File: src/rtl/if_id_hazard_ctrl.sv
// IF/ID sequencing controller: load-use stalls, taken-branch flushes and
// imem wait states with a timeout watchdog. Optional counters: HAZARD_STATS_EN.
module if_id_hazard_ctrl #(
  parameter int REG_ADDR_W   = 5,
  parameter int FLUSH_CYCLES = 1,
  parameter int IMEM_TIMEOUT = 15
) (
  input  logic                  clock,
  input  logic                  reset,
  input  logic [REG_ADDR_W-1:0] id_rs,
  input  logic [REG_ADDR_W-1:0] id_rt,
  input  logic                  id_uses_rt,
  input  logic                  id_ex_mem_read,
  input  logic [REG_ADDR_W-1:0] id_ex_rt,
  input  logic                  branch_taken,
  input  logic                  imem_ready,
  output logic                  pc_write,
  output logic                  if_id_write,
  output logic                  if_id_flush,
  output logic                  id_ex_bubble,
  output logic                  if_id_valid,
  output logic                  imem_err,
  output logic [15:0]           stall_count,
  output logic [15:0]           flush_count,
  output logic [2:0]            fsm_state
);

  typedef enum logic [2:0] {
    ST_START    = 3'd0,
    ST_RUN      = 3'd1,
    ST_LU_STALL = 3'd2,
    ST_BR_FLUSH = 3'd3,
    ST_IM_WAIT  = 3'd4
  } state_t;

  localparam logic [1:0] FLUSH_RELOAD = 2'(FLUSH_CYCLES - 1);
  localparam logic [7:0] TIMEOUT_V    = 8'(IMEM_TIMEOUT);

  state_t     state, state_nxt;
  logic [1:0] flush_cnt, flush_cnt_nxt;
  logic [7:0] wait_cnt, wait_cnt_nxt;
  logic       lu;
  logic       lu_stall;

  assign fsm_state = state;

  assign lu = if_id_valid & id_ex_mem_read & (id_ex_rt != '0) &
              ((id_ex_rt == id_rs) | (id_uses_rt & (id_ex_rt == id_rt)));

  // IM_WAIT shares RUN's rules: it only exists so a stalled fetch is visible.
  always_comb begin
    pc_write      = 1'b0;
    if_id_write   = 1'b0;
    if_id_flush   = 1'b1;
    id_ex_bubble  = 1'b1;
    lu_stall      = 1'b0;
    state_nxt     = state;
    flush_cnt_nxt = flush_cnt;
    if (reset) begin
      state_nxt     = ST_START;
      flush_cnt_nxt = 2'd0;
    end else if (state == ST_START) begin
      if (imem_ready) state_nxt = ST_RUN;
    end else if (branch_taken) begin
      pc_write      = 1'b1;
      if_id_write   = 1'b1;
      flush_cnt_nxt = FLUSH_RELOAD;
      state_nxt     = (FLUSH_CYCLES > 1) ? ST_BR_FLUSH : ST_RUN;
    end else begin
      case (state)
        ST_RUN, ST_IM_WAIT: begin
          if_id_flush = 1'b0;
          if (!imem_ready) begin
            state_nxt = ST_IM_WAIT;
          end else if (lu) begin
            lu_stall  = 1'b1;
            state_nxt = ST_LU_STALL;
          end else begin
            pc_write     = 1'b1;
            if_id_write  = 1'b1;
            id_ex_bubble = 1'b0;
            state_nxt    = ST_RUN;
          end
        end
        ST_LU_STALL: begin
          pc_write     = 1'b1;
          if_id_write  = 1'b1;
          if_id_flush  = 1'b0;
          id_ex_bubble = 1'b0;
          state_nxt    = ST_RUN;
        end
        ST_BR_FLUSH: begin
          pc_write    = imem_ready;
          if_id_write = imem_ready;
          if (imem_ready) begin
            if (flush_cnt != 2'd0) flush_cnt_nxt = flush_cnt - 2'd1;
            if (flush_cnt <= 2'd1) state_nxt = ST_RUN;
          end
        end
        default: state_nxt = ST_START;
      endcase
    end
  end

  always_comb begin
    wait_cnt_nxt = wait_cnt;
    if (imem_ready)             wait_cnt_nxt = 8'd0;
    else if (wait_cnt != 8'hFF) wait_cnt_nxt = wait_cnt + 8'd1;
  end

  always_ff @(posedge clock) begin
    if (reset) begin
      state       <= ST_START;
      flush_cnt   <= 2'd0;
      if_id_valid <= 1'b0;
      wait_cnt    <= 8'd0;
      imem_err    <= 1'b0;
    end else begin
      state     <= state_nxt;
      flush_cnt <= flush_cnt_nxt;
      if (if_id_flush)      if_id_valid <= 1'b0;
      else if (if_id_write) if_id_valid <= 1'b1;
      wait_cnt <= wait_cnt_nxt;
      if (wait_cnt_nxt >= TIMEOUT_V) imem_err <= 1'b1;
    end
  end

`ifdef HAZARD_STATS_EN
  always_ff @(posedge clock) begin
    if (reset) begin
      stall_count <= 16'h0000;
      flush_count <= 16'h0000;
    end else begin
      if (lu_stall && stall_count != 16'hFFFF)    stall_count <= stall_count + 16'd1;
      if (if_id_flush && flush_count != 16'hFFFF) flush_count <= flush_count + 16'd1;
    end
  end
`else
  assign stall_count = 16'h0000;
  assign flush_count = 16'h0000;
`endif

endmodule

File: config.mk
export PLATFORM = sky130hd
export DESIGN_NAME = if_id_hazard_ctrl
export DESIGN_NICKNAME = d
export VERILOG_FILES = /design/src/rtl/if_id_hazard_ctrl.sv
export SDC_FILE = /design/constraint.sdc
export NUM_CORES = 1
export LEC_CHECK = 0
export ABC_AREA = 1
export CAP_MARGIN = 20
export CORE_MARGIN = 10
export CORE_UTILIZATION = 44
export DETAILED_ROUTE_END_ITERATION = 12
export PLACE_DENSITY = 0.86
export SLEW_MARGIN = 30
export SYNTH_ARGS = -nofsm -noshare
export SYNTH_HDL_FRONTEND = slang
export SYNTH_SLANG_ARGS = --single-unit
File: constraint.sdc
create_clock -name clock -period 3.4 [get_ports clock]
set_input_delay 0.68 -clock clock [delete_from_list [all_inputs] [get_ports clock]]
set_output_delay 0.68 -clock clock [all_outputs]
set_load 0.01 [all_outputs]
* Yosys cells after proc, flatten, opt, wreduce, memory -nomap -nowiden *
Index checks and enable logic that the tools add are counted.
W data, S select, Z words.

operators by class
  reduce and logical (&&, ||, !) cells = 11
  add/subtract/negate cells = 2
  bitwise operators = 6
  order comparisons = 2
  eq/ne operators = 10
  mux-type cells = 30

operators by type and width
  cell                   count
  $mux W3                6
  $mux W8                2
  $mux W1                14
  $eq A5 B5 Y1           2
  $mux W2                5
  $pmux W3 S3            1
  $add A8 B1 Y8 const B  1
  $ge A8 B4 Y1 const B   1
  $ne A8 B8 Y1 const B   1
  $reduce_bool A2 Y1     4
  $eq A3 B2 Y1 const B   2
  $reduce_bool A5 Y1     1
  $and A1 B1 Y1          4
  $ne A4 B4 Y1 const B   1
  $reduce_and A4 Y1      1
  $reduce_or A2 Y1       2
  $eq A3 B1 Y1 const B   1
  $eq A3 B3 Y1 const B   1
  $logic_not A3 Y1       1
  $ne A3 B3 Y1 const B   1
  $pmux W1 S3            1
  $reduce_and A3 Y1      1
  $reduce_or A3 Y1       1
  $le A2 B1 Y1 const B   1
  other kinds (5)        5

storage, ports and cells
  register bits after elaboration = 15
  word-level logic and storage cells = 66
  output and inout bits = 41
  input port bits = 21

* Longest topological paths before layout *
Gate-level depths: netlist of run 1.

  depth in word-level cells = 10
  depth in mapped cells = 12
  gate-level depth less buffers = 11

* Worst setup path before layout of run 1 *
No wires, ideal clock.

  path type = in2out
  start point = input id_ex_rt[2]
  end point = output pc_write
  path slack = 1242 ps
  stages = 11
  arrival = 1478 ps
  path buffers = 1
  cell sequence = nor2_1 > nor2_1 > nor2_1 > nand3_1 > nand2_1 > nand2_1 > nand2_1 > nand3_1 > nand2_1 > inv_1 > buf_4

on the way
  longest elaborated chain between the ends = 10
  elaborated cells between the ends (all ways) = 13
  classes of those cells = eq/ne: 2; mux: 6; bitwise: 4; reduce/logical: 1

RTL lines
  what                      RTL line  source
  start, declared           14        input logic [REG_ADDR_W-1:0] id_ex_rt,
  $eq A5 B5 Y1              48        ((id_ex_rt == id_rs) | (id_uses_rt & (id_ex_rt == id_rt)));
  $and A1 B1 Y1             48
  $or A1 B1 Y1              48
  $and A1 B1 Y1 (*)         47        assign lu = if_id_valid & id_ex_mem_read & (id_ex_rt != '0) &
  $mux W1 (*) (2 in a row)  -
  $pmux W1 S3 (*)           -
  $mux W1 (*) (3 in a row)  -
  end, declared             17        output logic pc_write,

Every way passes the cells marked *; elsewhere a longest branch is shown, timed or not.

* Final worst setup path of run 1 *
  start point = input id_ex_rt[2]
  end point = output pc_write

on the way
  longest elaborated chain between the ends = 10
  elaborated cells between the ends (all ways) = 13
  classes of those cells = eq/ne: 2; mux: 6; bitwise: 4; reduce/logical: 1

RTL lines
  what               RTL line  source
  $eq A5 B5 Y1       48
  $and A1 B1 Y1      48
  $or A1 B1 Y1       48
  $and A1 B1 Y1 (*)  47
  $mux W1 (*)        75        end else if (lu) begin
  $mux W1 (*)        73        if (!imem_ready) begin
  $pmux W1 S3 (*)    70        case (state)
  $mux W1 (*)        64        end else if (branch_taken) begin
  $mux W1 (*)        62        end else if (state == ST_START) begin
  $mux W1 (*)        59        if (reset) begin

Marks and branches as above.

==> flow_metrics.tcl, run 1 <==
set metrics [dict create \
    critical-path-slowest-cell "clkdlybuf4s50_1" \
    hpwlAfterDp_um 2570 \
    power_density_mw_per_mm2 259 \
    crit_top_cell "nand2_1" \
    cts-root-buf "clkbuf_4" \
    crit_chain "clkdlybuf4s50_1 -> nor2_1 -> nor2_1 -> nor2_1 -> nand3_1 -> nand2_1 -> nand2_1 -> nand2_1 -> nand3_1 -> nand2_1 -> inv_1 -> clkdlybuf4s50_1" \
    synth_top_family_by_area "simple AND/OR/NAND/NOR gates" \
    yosys.area_share.simple_pct 32.2 \
    postRouteWirelength_um 2970 \
    yosysMostFrequentCell "nand2_1" \
    ctsHoldBuffers 0 \
    ys_warn_count 0 \
    numPortBuffers 29 \
    clk_pin_slew_ns 0.09 \
    cp_max_fo 4 \
    ys_types 28 \
    netlist_top_cells_area "dfxtp_1 23%, buf_4 19%, nand2_1 13%" \
    die_h_um 74.1 \
    synth_area_sq_mm 0.00129 \
    drcViolationCount 0 \
    period_needed_ns 3.18 \
    insertion_delay_ns 0.29 \
    start_util_pct 46.4 \
    reg2reg_setup_slack_ns 1.95 \
    synth_edf_count 0 \
    grt_pass1_vias 1111 \
    setup_viol 0 \
    core-area_sq_mm 0.00278 \
    antenna_found_initial 0 \
    htree_levels 1 \
    cp-end-kind "primary output" \
    dieArea_sq_mm 0.00550 \
    reg2reg_from "wait_cnt[0]" \
    ioPinCount 62 \
    hold_path.class "reg2reg" \
    synth-compound-area-share_pct 7.86 \
    seq_area_frac_synth_pct 23.3 \
    vias_per_cell 4.40 \
    max_cap_viol_count 0 \
    max_stage_delay_ns 0.55 \
    max_freq_ghz 0.314 \
    path_buf_inv 3 \
    synthCells 208 \
    path_depth 12 \
    placementRows 19 \
    overflow 0 \
    clockBufferDepth 2 \
    syn_avg_cell_area_sq_um 6.20 \
    post-route-period-util_pct 93.5 \
    p_leak_nw 0.772 \
    hold_viol_final 0 \
    worst_setup_path_endpoint "pc_write" \
    status "finished, final reports clean" \
    insertedDiodeCount 0 \
    ant_nets 0 \
    seq_area_sq_um 300 \
    final_util_pct 54.7 \
    stdcell_area_sq_mm 0.00152 \
    worst_slack_ns 0.220 \
    cts_setup_buffers 0 \
    drive_above_1_share_pct 7.53 \
    routedWlPerCell_um 11.0 \
    power_uw 394 \
    synth_common_cells "45 x nand2_1, 33 x buf_4, 28 x inv_1" \
    critPathKind "in2out" \
    cts_tree "done" \
    grt_max_degree 11 \
    reg2reg_to "imem_err" \
    grt_pass1_wl_um 4800 \
    irDropWorstVdd_mv 0.266 \
    startpoint "id_ex_rt[2]" \
    ys_ff_latch 15 \
    worst_clock_skew_ns 0.000913 \
    die_w_um 74.1 \
    tns_ns 0 \
    cp.arrival_ns 2.50 \
    rsz0062_at_grt "no" \
    area_growth_pct 17.9 \
    drt_iter0_markers 46 \
    synthArstFlopShare_pct 0 \
    clock-sinks 15 \
    critical-path-top-delay-family "buffers and inverters" \
    post-place-ws_ns 0.193 \
    drtPass1Iterations 5 \
    cts_made_buffers 3 \
    reg2reg_depth 9 \
    globalplace.congestion 0.802 \
    vias 1188 \
    post_dp_cell_area_sq_mm 0.00149 \
    fin_nets 264 \
    synth_area_leader_cell "dfxtp_1" \
    netlist.area_leader.share_pct 23.3 \
    fill_cells 276 \
    startpoint_type "primary input" \
    gr-usage-all-layers_pct 10.8 \
    synthAdderAreaFrac_pct 2.91 \
    synthFlopType "dfxtp_1" \
    synth_xor_area_share_pct 3.39 \
    post_cts_resized 0 \
    multi_input_area_sq_um 718 \
    synthMuxAreaShare_pct 0 \
    critPathRequiredTime_ns 2.72 \
    maxSlewViolCount 0 \
]
==> cells by family after synthesis <==
logic type,Yosys count
other,1
buffers and inverters,70
and+or+nand+nor,96
AOI/OAI and AO/OA,18
adders and majority gates,3
DFF,15
xor gates and xnor gates,5
==> worst min path at each step <==
stage / slack (ns) / end / startpoint / depth (start not counted)
floorplan: 0.47 / flush_cnt[0] / flush_cnt[0] / 2
global placement: 0.46 / if_id_valid / if_id_valid / 2
detailed placement: 0.46 / if_id_valid / if_id_valid / 2
CTS: 0.47 / if_id_valid / if_id_valid / 2
global route: 0.52 / if_id_valid / if_id_valid / 2
finish: 0.47 / if_id_valid / if_id_valid / 2
==> power by group <==
| group | leakage (nW) | total (mW) | switching [mW] | internal, mW |
|---|---|---|---|---|
| clock | 0.0177 | 0.105 | 0.0612 | 0.0439 |
| sequential | 0.122 | 0.183 | 0.00334 | 0.180 |
| combinational | 0.632 | 0.106 | 0.0613 | 0.0444 |
| total | 0.772 | 0.394 | 0.126 | 0.268 |
==> stage by stage <==
stage	hold slack, ns	cells
final	0.467	270
after global routing	0.521	270
after CTS	0.475	270
after detailed placement	0.461	266
after global placement	0.461	266
after floorplan	0.467	239
==> per-layer routing <==
metal	global-route usage, %	wire (um)
met1	11.3	1220
met2	19.8	1530
met3	2.13	192
met4	5.59	34
met5	0	0
==> area by class of cell <==
type	count	share of cell area, %
timing repair buffer	31	20.1
multi-input combinational	154	47.2
clock inverter	1	0.329
tap	31	2.55
sequential	15	19.7
clock buffer	3	1.48
inverter	35	8.63
==> worst register-to-register path, stage by stage (launching register included) <==
cell and delay (ns):
dfxtp_1 0.38, ha_1 0.23, nand3_2 0.14, nor2_4 0.13, nand2_4 0.09, nand2_1 0.07, nand3_1 0.09, nor2_1 0.12
nand3_1 0.07, nand2_1 0.06
==> cells in the final DEF, fill, tap and decap left out, drive strengths merged <==
cell type	synthesis	layout
dfxtp	15	15
xnor2	3	3
inv	34	34
a211oi	1	1
nor3	1	1
nand3	15	15
nand4	1	1
clkdlybuf4s50	0	29
buf	34	2
o21ai	9	9
nor4	3	3
clkbuf	1	3
nand2	46	46
clkinv	1	2
nor2	30	30
a21oi	6	6
a41oi	1	1
conb	1	32
a31oi	1	1
xor2	2	2
ha	3	3
==> registers in the layout (all words and copies together), names as in the netlist <==
signal	flops
imem_err	1
if_id_valid	1
fsm_state	3
flush_cnt	2
wait_cnt	8
Note: power is estimated with default switching activity, not from simulation.
==> run 2, diff against run 1 <==
CORE_MARGIN = 5   (was 10)
==> run 2 against run 1 <==
Net effect: clock-buffer cell count did not move; register-to-register slack worse by 0.03 ns; maximum frequency grew 1.5%; die area down 25%; clock skew up 0.0041 ns; total power grew 0.29%; worst hold slack better by 0.0094 ns; non-clock buffer count is the same; clock power barely moved; critical path type unchanged; critical endpoint unchanged; largest cell class unchanged; highest routed layer unchanged.
==> flow_metrics.tcl, run 2 (same netlist as run 1, synthesis figures left out) <==
set metrics [dict create \
    routedWlPerCell_um 10.0 \
    largest_register_ffs 8 \
    switching_share_pct 32.1 \
    clockBufferDepth 2 \
    layout_commonest_cell "nand2_1" \
    final_util_pct 54.7 \
    setup_viol 0 \
    cts_setup_buffers 0 \
    ioPinCount 62 \
    clock-sinks 15 \
    insertion_delay_ns 0.30 \
    cp-end-kind "primary output" \
    area_growth_pct 17.9 \
    post-route-period-util_pct 92.2 \
    drive_above_1_share_pct 7.53 \
    hold_path.class "reg2reg" \
    max_freq_ghz 0.319 \
    grt_pass1_vias 1035 \
    power_frac_comb_pct 26.4 \
    htree_levels 1 \
    insertedDiodeCount 0 \
    gr-usage-all-layers_pct 13.0 \
    irDropWorstVdd_mv 0.210 \
    power_density_mw_per_mm2 260 \
    fill_cells 282 \
    max_stage_delay_ns 0.54 \
    post-place-ws_ns 0.246 \
    critPathRequiredTime_ns 2.72 \
    crit_chain "clkdlybuf4s50_1 -> inv_2 -> nand2_1 -> nand2_1 -> nor2_1 -> nand3_1 -> nand2_1 -> nand2_1 -> nand2_1 -> nand3_1 -> nand2_1 -> inv_1 -> clkdlybuf4s50_1" \
    cp.arrival_ns 2.45 \
    vias_per_cell 4.39 \
    cts_tree "done" \
    grt_pass1_wl_um 4380 \
    period_needed_ns 3.13 \
    ant_nets 0 \
    maxSlewViolCount 0 \
    clk_pin_slew_ns 0.10 \
    globalplace.congestion 0.845 \
    max_cap_viol_count 0 \
    final_cell_mix "45 x nand2_1, 32 x conb_1, 29 x clkdlybuf4s50_1" \
    cts-root-buf "clkbuf_4" \
    dp.cells 266 \
    rsz0062_at_grt "no" \
    start_util_pct 46.4 \
    drt_iter0_markers 43 \
    startpoint_type "primary input" \
    hpwlAfterDp_um 2250 \
    p_leak_nw 0.772 \
    vias 1185 \
    placementRows 19 \
    worst_clock_skew_ns 0.00506 \
    grt_max_degree 10 \
    drcViolationCount 0 \
    cp_max_fo 4 \
    core-area_sq_mm 0.00278 \
    die_h_um 64.1 \
    dieArea_sq_mm 0.00411 \
    ctsHoldBuffers 0 \
    largest-register "wait_cnt" \
    crit_top_cell "nand2_1" \
    overflow 0 \
    pwr-share-clk_pct 27.1 \
    p_sw_uw 127 \
    p_int_uw 268 \
    critPathKind "in2out" \
    tns_ns 0 \
    power_frac_seq_pct 46.4 \
    critical-path-slowest-cell "clkdlybuf4s50_1" \
    post_cts_resized 0 \
    status "finished, final reports clean" \
    cts_made_buffers 3 \
    final_cells 270 \
    postRouteWirelength_um 2700 \
    antenna_found_initial 0 \
    numPortBuffers 29 \
    fin_nets 264 \
    drtPass1Iterations 4 \
    die_w_um 64.1 \
    worst_slack_ns 0.265 \
    hold_viol_final 0 \
]
-- run 2: power by group through the flow --
stage                     registers (mW)  logic [mW]  clock network [mW]
after floorplan                    0.188      0.0866                   0
after global placement             0.187       0.102                   0
after detailed placement           0.188       0.103                   0
after CTS                          0.184       0.104               0.112
after global routing               0.184       0.117               0.121
final                              0.184       0.104               0.107
-- run 2: area by class of cell --
cell class / count / area [sq um] / area share (%)
Timing Repair Buffer: 31 / 305 / 20.1
Inverter: 35 / 131 / 8.63
Clock inverter: 1 / 5.00 / 0.329
Sequential cell: 15 / 300 / 19.7
Multi-Input combinational cell: 154 / 718 / 47.2
Tap cell: 31 / 38.8 / 2.55
Clock buffer: 3 / 22.5 / 1.48
-- run 2: path summary, 6_finish.rpt --
kind / startpoint / end / slack, ns / depth (start not counted)
worst max register to register: wait_cnt[0] / imem_err / 1.92 / 10
worst min-delay path: if_id_valid / if_id_valid / 0.48 / 2
worst max-delay path: id_ex_rt[3] / pc_write / 0.27 / 13
worst min register to register: if_id_valid / if_id_valid / 0.48 / 2
-- run 2: per-layer routing --
metal	vias up	part of all wire, %	global-route usage, %
li1	636	-	-
met1	508	43	15.8
met2	36	49	21.5
met3	5	7.0	2.80
met4	0	2.0	6.36
met5	-	0	0
-- run 2: worst max-delay path: cells and delay by family --
| family | cells | cell delay [ns] |
|---|---|---|
| AND/OR/NAND/NOR | 9 | 0.66 |
| buffers and inverters | 4 | 1.11 |
-- run 2: through the flow --
stage	hold slack (ns)	cell area, sq um	total power, mW
2_1_floorplan	0.467	1410	0.274
4_1_cts	0.479	1520	0.399
3_3_place_gp	0.459	1490	0.289
5_1_grt	0.518	1520	0.423
3_5_place_dp	0.462	1490	0.291
6_report	0.476	1520	0.395
